--- src/rtl/axi_arb_pkg.sv ---
// Shared types and helpers for the burst-locked round-robin arbiters.
package axi_arb_pkg;

    typedef enum logic {
        IDLE = 1'b0,
        BUSY = 1'b1
    } arb_state_e;

    localparam int ARB_REQ_NUM = 4;
    localparam int ARB_DATA_W  = 32;

    // Index of the set bit in a one-hot vector of up to 16 requesters; 0 when empty.
    function automatic logic [3:0] onehot_to_idx(input logic [15:0] oh);
        logic [3:0] idx;
        idx = 4'd0;
        for (int i = 0; i < 16; i++) begin
            if (oh[i]) idx = 4'(i);
        end
        return idx;
    endfunction

endpackage

--- src/rtl/rr_ptr_pick.sv ---
// Round-robin pick: first set request at or above ptr, wrapping, found by scanning
// a doubled request vector so the wrap needs no modulo on the pointer.
module rr_ptr_pick #(
    parameter  int REQ_NUM = 4,
    localparam int IDX_W   = $clog2(REQ_NUM)
) (
    input  logic [REQ_NUM-1:0] req,
    input  logic [IDX_W-1:0]   ptr,
    output logic               found,
    output logic [IDX_W-1:0]   idx
);

    logic [2*REQ_NUM-1:0] req_dbl;

    always_comb begin
        req_dbl = {req, req};
        found   = 1'b0;
        idx     = '0;
        // Downward scan: the last hit written is the lowest position inside the window.
        for (int i = 2*REQ_NUM-1; i >= 0; i--) begin
            if (req_dbl[i] && (i >= int'(ptr)) && (i < int'(ptr) + REQ_NUM)) begin
                found = 1'b1;
                idx   = IDX_W'(i % REQ_NUM);
            end
        end
    end

endmodule

--- src/rtl/axi_burst_rr_arbiter.sv ---
// Round-robin arbiter for a shared valid/ready stream; the grant is locked for a whole
// burst and a last beat (or watchdog expiry) re-arbitrates in the same cycle.
module axi_burst_rr_arbiter
    import axi_arb_pkg::*;
#(
    parameter  int REQ_NUM   = ARB_REQ_NUM,
    parameter  int DATA_W    = ARB_DATA_W,
    parameter  int MAX_BEATS = 16,
    localparam int IDX_W     = $clog2(REQ_NUM)
) (
    input  logic                      clk,
    input  logic                      rstn,
    input  logic [REQ_NUM-1:0]        s_valid,
    input  logic [REQ_NUM-1:0]        s_last,
    input  logic [REQ_NUM*DATA_W-1:0] s_data,
    output logic [REQ_NUM-1:0]        s_ready,
    output logic                      m_valid,
    output logic                      m_last,
    output logic [DATA_W-1:0]         m_data,
    input  logic                      m_ready,
    output logic [REQ_NUM-1:0]        grant,
    output logic                      busy,
    output logic                      wdog_err
);

    localparam int BEAT_W = $clog2(MAX_BEATS);

    arb_state_e         state_q, state_d;
    logic [REQ_NUM-1:0] grant_q, grant_d;
    logic [IDX_W-1:0]   ptr_q, ptr_d;
    logic [BEAT_W-1:0]  beat_cnt_q, beat_cnt_d;
    logic               wdog_q, wdog_d;

    logic [IDX_W-1:0]   g_idx, ptr_rel, pick_ptr, pick_idx;
    logic               granted, hs, last_hs, wdog_hit, rel, pick_found;

    assign g_idx   = IDX_W'(onehot_to_idx(16'(grant_q)));
    assign granted = |grant_q;

    // Everything downstream is gated by the registered grant, so reset silences it at once.
    assign m_valid = granted & s_valid[g_idx];
    assign m_last  = granted & s_last[g_idx];
    assign m_data  = granted ? s_data[g_idx*DATA_W +: DATA_W] : '0;
    assign s_ready = grant_q & {REQ_NUM{m_ready}};

    assign hs       = m_valid & m_ready;
    assign last_hs  = hs & m_last;
    assign wdog_hit = hs & ~m_last & (beat_cnt_q == BEAT_W'(MAX_BEATS-1));
    assign rel      = last_hs | wdog_hit;

    assign ptr_rel  = (g_idx == IDX_W'(REQ_NUM-1)) ? '0 : g_idx + 1'b1;
    assign pick_ptr = (state_q == BUSY) ? ptr_rel : ptr_q;

    rr_ptr_pick #(
        .REQ_NUM (REQ_NUM)
    ) u_pick (
        .req   (s_valid),
        .ptr   (pick_ptr),
        .found (pick_found),
        .idx   (pick_idx)
    );

    always_comb begin
        state_d    = state_q;
        grant_d    = grant_q;
        ptr_d      = ptr_q;
        beat_cnt_d = beat_cnt_q;
        wdog_d     = 1'b0;
        unique case (state_q)
            IDLE: begin
                if (pick_found) begin
                    state_d    = BUSY;
                    grant_d    = REQ_NUM'(1) << pick_idx;
                    beat_cnt_d = '0;
                end
            end
            BUSY: begin
                if (rel) begin
                    ptr_d      = ptr_rel;
                    wdog_d     = wdog_hit;
                    beat_cnt_d = '0;
                    if (pick_found) begin
                        grant_d = REQ_NUM'(1) << pick_idx;
                    end else begin
                        grant_d = '0;
                        state_d = IDLE;
                    end
                end else if (hs) begin
                    beat_cnt_d = beat_cnt_q + 1'b1;
                end
            end
            default: state_d = IDLE;
        endcase
    end

    always_ff @(posedge clk or negedge rstn) begin
        if (!rstn) begin
            state_q    <= IDLE;
            grant_q    <= '0;
            ptr_q      <= '0;
            beat_cnt_q <= '0;
            wdog_q     <= 1'b0;
        end else begin
            state_q    <= state_d;
            grant_q    <= grant_d;
            ptr_q      <= ptr_d;
            beat_cnt_q <= beat_cnt_d;
            wdog_q     <= wdog_d;
        end
    end

    assign grant    = grant_q;
    assign busy     = (state_q == BUSY);
    assign wdog_err = wdog_q;

endmodule

--- config.mk ---
export PLATFORM = sky130hd
export DESIGN_NAME = axi_burst_rr_arbiter
export DESIGN_NICKNAME = d
export VERILOG_FILES = /design/src/rtl/axi_arb_pkg.sv /design/src/rtl/rr_ptr_pick.sv /design/src/rtl/axi_burst_rr_arbiter.sv
export SDC_FILE = /design/constraint.sdc
export NUM_CORES = 1
export LEC_CHECK = 0
export CORE_ASPECT_RATIO = 1.25
export CORE_MARGIN = 1
export CORE_UTILIZATION = 31
export CTS_CLUSTER_DIAMETER = 50
export DETAILED_ROUTE_END_ITERATION = 16
export PLACE_DENSITY = 0.82
export SLEW_MARGIN = 10
export SYNTH_ARGS = -nofsm -noshare
export SYNTH_HDL_FRONTEND = slang
export SYNTH_SLANG_ARGS = --single-unit
--- constraint.sdc ---
create_clock -name clk -period 2.1 [get_ports clk]
set_input_delay 0.21 -clock clk [delete_from_list [all_inputs] [get_ports clk]]
set_output_delay 0.21 -clock clk [all_outputs]
set_load 0.02 [all_outputs]
==> results of run 1 <==
[state kept, by name (all words and copies together), names as in the netlist]
register / flops
beat_cnt_q: 4
busy: 1
wdog_err: 1
ptr_q: 2
grant: 4
[Yosys cell counts, drive strengths merged]
cell type | number | area, sq um
a211o | 2 | 17.5
a211oi | 2 | 20.0
a21oi | 5 | 25.0
a222oi | 1 | 10.0
a31o | 1 | 8.76
and2 | 5 | 31.3
and3b | 1 | 8.76
buf | 11 | 60.1
clkbuf | 13 | 48.8
dfrtp | 12 | 300
ha | 1 | 12.5
inv | 2 | 7.51
mux2 | 1 | 11.3
mux2i | 66 | 661
nand2 | 37 | 139
nand2b | 2 | 12.5
nand3 | 7 | 35.0
nand3b | 2 | 15.0
nand4b | 1 | 8.76
nor2 | 38 | 143
nor2b | 5 | 31.3
nor3 | 2 | 10.0
nor3b | 1 | 7.51
nor4 | 2 | 18.8
o211ai | 4 | 30.0
o21a | 1 | 7.51
o21ai | 37 | 185
o21ba | 1 | 10.0
o311a | 1 | 10.0
o31ai | 5 | 37.5
o41ai | 1 | 8.76
or2 | 2 | 12.5
or3 | 1 | 11.3
or4 | 1 | 7.51
[cell type report]
class	count	area share (%)
flip-flops and latches	12	7.40
multi-input cells	236	38.9
clock buffers	4	1.10
repair buffers	214	49.8
inverters	2	0.183
well taps	85	2.59
[path summary, 6_finish.rpt]
path | startpoint | end | slack, ns | cells after the start
max reg2reg | grant[1] | beat_cnt_q[3] | 0.06 | 8
max in group asynchronous | rstn | grant[3] | 1.36 | 1
max | grant[1] | beat_cnt_q[3] | 0.06 | 8
min reg2reg | beat_cnt_q[0] | beat_cnt_q[0] | 0.53 | 1
min in group clk | beat_cnt_q[0] | beat_cnt_q[0] | 0.53 | 1
min | rstn | grant[0] | 0.33 | 1
[routing by layer]
metal / up-vias / track usage (%)
li1: 1367 / -
met1: 1251 / 28.9
met2: 136 / 44.2
met3: 24 / 4.22
met4: 0 / 8.99
met5: - / 0
[metrics by stage]
| stage | cells | instance area [sq um] | hold slack (ns) | worst slack (ns) | util (%) |
|---|---|---|---|---|---|
| after floorplan | 274 | 1960 | -0.0856 | 0.140 | - |
| after global placement | 544 | 4050 | 0.497 | -0.0239 | 66.1 |
| after detailed placement | 544 | 4050 | 0.526 | -0.0339 | 66.1 |
| after CTS | 549 | 4070 | 0.350 | -0.0452 | 66.4 |
| after global routing | 553 | 4110 | 0.382 | -0.0398 | 67.1 |
| final | 553 | 4110 | 0.331 | 0.0552 | 67.1 |
[where the power goes]
part	internal, mW	leakage (nW)	total (mW)	switching (mW)
combinational	2.23	1.51	4.85	2.61
clock	0.134	0.0228	0.228	0.0940
sequential	0.310	0.150	0.448	0.138
total	2.68	1.69	5.52	2.85
[cells by family (layout without fill, tap and decap cells)]
logic type | after synthesis | count (layout)
AOI/OAI and AO/OA | 61 | 61
and+or+nand+nor | 107 | 107
DFF | 12 | 12
buffers and inverters | 26 | 220
adders and majority gates | 1 | 1
muxes | 67 | 67
[worst register-to-register path, stage by stage, from the launching register on]
cell	delay (ns)
dfrtp_2	0.45
buf_4	0.15
buf_4	0.12
mux2i_4	0.22
a211oi_2	0.10
buf_4	0.16
nand2b_4	0.14
or4_4	0.50
a21oi_1	0.13
[timing repair]
item / CTS / global route
pin swaps: 0 / 6
gates resized for setup: 40 / 35
endpoints found under the hold margin: 0 / 0
cloned: 0 / 1
buffers inserted: 1 / 3
setup endpoints to repair: 34 / 24
==> results.cfg, run 1 <==
[run_status]
status = completed

[sta]
finalHoldViolCount = 0
finClkSkew_ns = 0.00512
rsz0062_at_grt = true
fmax_mhz = 489
min_period_ns = 2.04
setup_viol = 0
worst_pin_slew_ns = 0.576
period_share_pct = 97.4
slew_headroom_pct = 61.5
drv_slew = 0
tns_ns = 0

[critical_path]
crit_path_top_delay_cell = or4_4
critPathTopFamily = simple AND/OR/NAND/NOR gates
cp.arrival_ns = 2.22
critPathMostFrequentCell = buf_4
path_class = reg2reg
crit_buf_inv = 3
critical_path.endpoint_type = flop
path_cells = buf_4 > buf_4 > mux2i_4 > a211oi_2 > buf_4 > nand2b_4 > or4_4 > a21oi_1
required_ns = 2.27
cpPeakStageDelay_ns = 0.50
start_kind = flop
cp_max_fo = 5

[route]
met2_length_um = 4340
final_antenna_net_count = 0
drc = 0
drt-met1-wl_um = 3200
wirelength_um = 8390
wl_per_cell_um = 15.2
viasPerCell = 5.02
drt-initial-drc-count = 208
vias = 2778
first_pass_iters = 4
dr_wl_met3_um = 565
top_layer = met4

[final_layout]
mostFrequentLayoutCell = clkdlybuf4s50_1
diodes = 0
syn2layout_area_growth_pct = 109
nFillCells = 552
ff_latch_area_sq_um = 304
multi_input_area_sq_um = 1600
drive_above_1_share_pct = 13.9
final_cell_mix = 148 x clkdlybuf4s50_1, 65 x mux2i_1, 37 x nor2_1, 37 x nand2_1, 37 x o21ai_0
nNetsFinal = 609

[die]
rows = 32
die_height_um = 91.0
pin_count = 183
fp.dieW_um = 73.2
core-area_sq_um = 6130
die-area_sq_um = 6660
initial_core_util_pct = 32.0

[placed_design]
portBuffers = 182
place.gp.congestion = 0.845
place_hpwl_um = 6690

[clock_network]
cts_tree = built
clk_pin_slew_ns = 0.06
ctsHoldBuffers = 0
root_buffer = clkbuf_8
clock_latency_ns = 0.25
cts_inserted_buffers = 3
cts_buffer_depth = 2
htree_levels = 1
cts_sinks = 12

[grt]
grt_remaining_overflow = 0
grt_pass1_vias = 2801
antenna_found_initial = 0
grt_pass1_wl_um = 13000
grt_util_all_layers_pct = 24.8
grt_max_degree = 47

[synth]
yosys_warnings = 0
synth_cell_types = 40
syn_inst = 274
synth.mux.area_fraction_pct = 34.2
ys_ff_latch = 12
synth_compound_area_share_pct = 18.9
syn_nets = 414
synth_adder_area_share_pct = 0.637
avgSynthCellArea_sq_um = 7.16
ys_seq_area_share_pct = 15.3
synth_top_family_by_area = multiplexers
synth_area_sq_um = 1960
synthSimpleGateAreaFrac_pct = 25.0
synth-xor-area-share_pct = 0

[power]
p_total_mw = 5.52
p_leak_nw = 1.69
ir_drop_uv = 814
power_density_nw_per_um2 = 1340

[hold_path]
hold_path_class = in2async

[run]
drv_cap = 0
Power figures use the tool's default switching activity.
==> inputs of run 2 (changes only) <==
Settings changed: RECOVER_POWER set to 100.
==> run 2 against run 1 <==
Against the previous run:
- final area did not move
- via count rose by 0.22%
- global-route usage did not move
- combinational power barely moved
- worst setup slack got worse by 0.00077 ns
- worst hold slack improved by 0.071 ns
- count of clock-buffer cells in the layout did not move
- sequential share of layout area did not move
- critical endpoint unchanged
- largest cell class unchanged
- largest power group unchanged
- highest routed layer unchanged
==> results.cfg, run 2 (synthesis gave the netlist of run 1 again) <==
[power]
p_leak_nw = 1.69
power_density_nw_per_um2 = 1340
ir_drop_uv = 814

[final_layout]
nNetsFinal = 609
nFillCells = 552
drive_above_1_share_pct = 13.9
mostFrequentLayoutCell = clkdlybuf4s50_1
fin_area_sq_um = 4110
syn2layout_area_growth_pct = 109
final_cell_mix = 142 x clkdlybuf4s50_1, 65 x mux2i_1, 37 x nor2_1, 37 x nand2_1, 37 x o21ai_0
diodes = 0

[route]
first_pass_iters = 4
vias = 2784
drc = 0
wl_per_cell_um = 15.2
final_antenna_net_count = 0
wirelength_um = 8380
viasPerCell = 5.03
drt-initial-drc-count = 208

[critical_path]
crit_buf_inv = 3
reg2reg_depth = 8
regToRegStartpoint = grant[1]
path_cells = buf_4 > buf_4 > mux2i_4 > a211oi_2 > buf_4 > nand2b_4 > or4_4 > a21oi_1
r2r_slack_ns = 0.05
cp.arrival_ns = 2.22
cp_max_fo = 5
start_kind = flop
crit_path_top_delay_cell = or4_4
setup.worst_path.end = beat_cnt_q[3]
path_class = reg2reg
critPathTopFamily = simple AND/OR/NAND/NOR gates
required_ns = 2.27
critical_path.endpoint_type = flop
critPathMostFrequentCell = buf_4
reg2reg_to = beat_cnt_q[3]
cpPeakStageDelay_ns = 0.50
crit_start = grant[1]
critical_path_depth = 8

[sta]
hold_slack_ns = 0.403
setup_viol = 0
tns_ns = 0
slew_headroom_pct = 60.9
fin_ws_ns = 0.0545
finClkSkew_ns = 0.00511
drv_slew = 0
min_period_ns = 2.05
fmax_mhz = 489
period_share_pct = 97.4
finalHoldViolCount = 0
worst_pin_slew_ns = 0.585
rsz0062_at_grt = true

[hold_path]
hold_path_class = in2async

[clock_network]
htree_levels = 1
ctsHoldBuffers = 0
root_buffer = clkbuf_8
clock_latency_ns = 0.25
cts_tree = built
cts_sinks = 12
clk_pin_slew_ns = 0.06
cts_buffer_depth = 2
cts_inserted_buffers = 3

[grt]
grt_remaining_overflow = 0
grt_pass1_wl_um = 13000
grt_pass1_vias = 2801
grt_max_degree = 47
antenna_found_initial = 0
grt_util_all_layers_pct = 24.8

[placed_design]
portBuffers = 182
place.gp.congestion = 0.845
place_area_sq_um = 4050
place_ws_ns = -0.0339
place_hpwl_um = 6690

[die]
pin_count = 183
core-area_sq_um = 6130
initial_core_util_pct = 32.0
die_height_um = 91.0
rows = 32
die-area_sq_um = 6660
fp.dieW_um = 73.2

[run_status]
status = completed

[run]
drv_cap = 0
==> run 2: worst min-delay path by stage <==
stage / startpoint / to / cells after the start
after global placement: beat_cnt_q[0] / beat_cnt_q[0] / 1
after global routing: rstn / grant[0] / 1
after detailed placement: beat_cnt_q[1] / beat_cnt_q[1] / 2
after CTS: rstn / ptr_q[0] / 1
after floorplan: rstn / beat_cnt_q[0] / 0
final: rstn / grant[0] / 1
==> run 2: cell type report <==
class,instances,area (sq um),share of cell area (%)
inverters,2,7.51,0.183
clock buffers,4,45.0,1.10
well taps,85,106,2.59
multi-input cells,236,1600,38.9
flip-flops and latches,12,304,7.40
repair buffers,214,2050,49.8
==> run 2: metrics by stage <==
step | instances | power, mW | utilization (%)
3_5_place_dp | 544 | 5.48 | 66.1
4_1_cts | 549 | 5.36 | 66.4
5_1_grt | 553 | 5.97 | 67.1
3_3_place_gp | 544 | 5.41 | 66.1
6_report | 553 | 5.51 | 67.1
2_1_floorplan | 274 | 3.16 | -
==> run 2: metal layers <==
metal	up-vias	share of wire [%]	wire [um]	global-route usage, %
met2	136	52	4330	44.2
met1	1255	38	3200	28.9
li1	1367	-	-	-
met5	-	0	0	0
met3	26	6.7	563	4.22
met4	0	3.4	286	8.99
==> run 2: repair_timing <==
| action | CTS | global route |
|---|---|---|
| setup endpoints to repair | 34 | 24 |
| pin swaps | 0 | 6 |
| resized for setup | 40 | 35 |
| setup buffers | 1 | 3 |
| cloned | 0 | 1 |
==> run 2: where the power goes <==
group | switching (mW) | leakage [nW] | internal [mW]
sequential | 0.137 | 0.150 | 0.310
clock | 0.0941 | 0.0228 | 0.134
combinational | 2.61 | 1.52 | 2.23
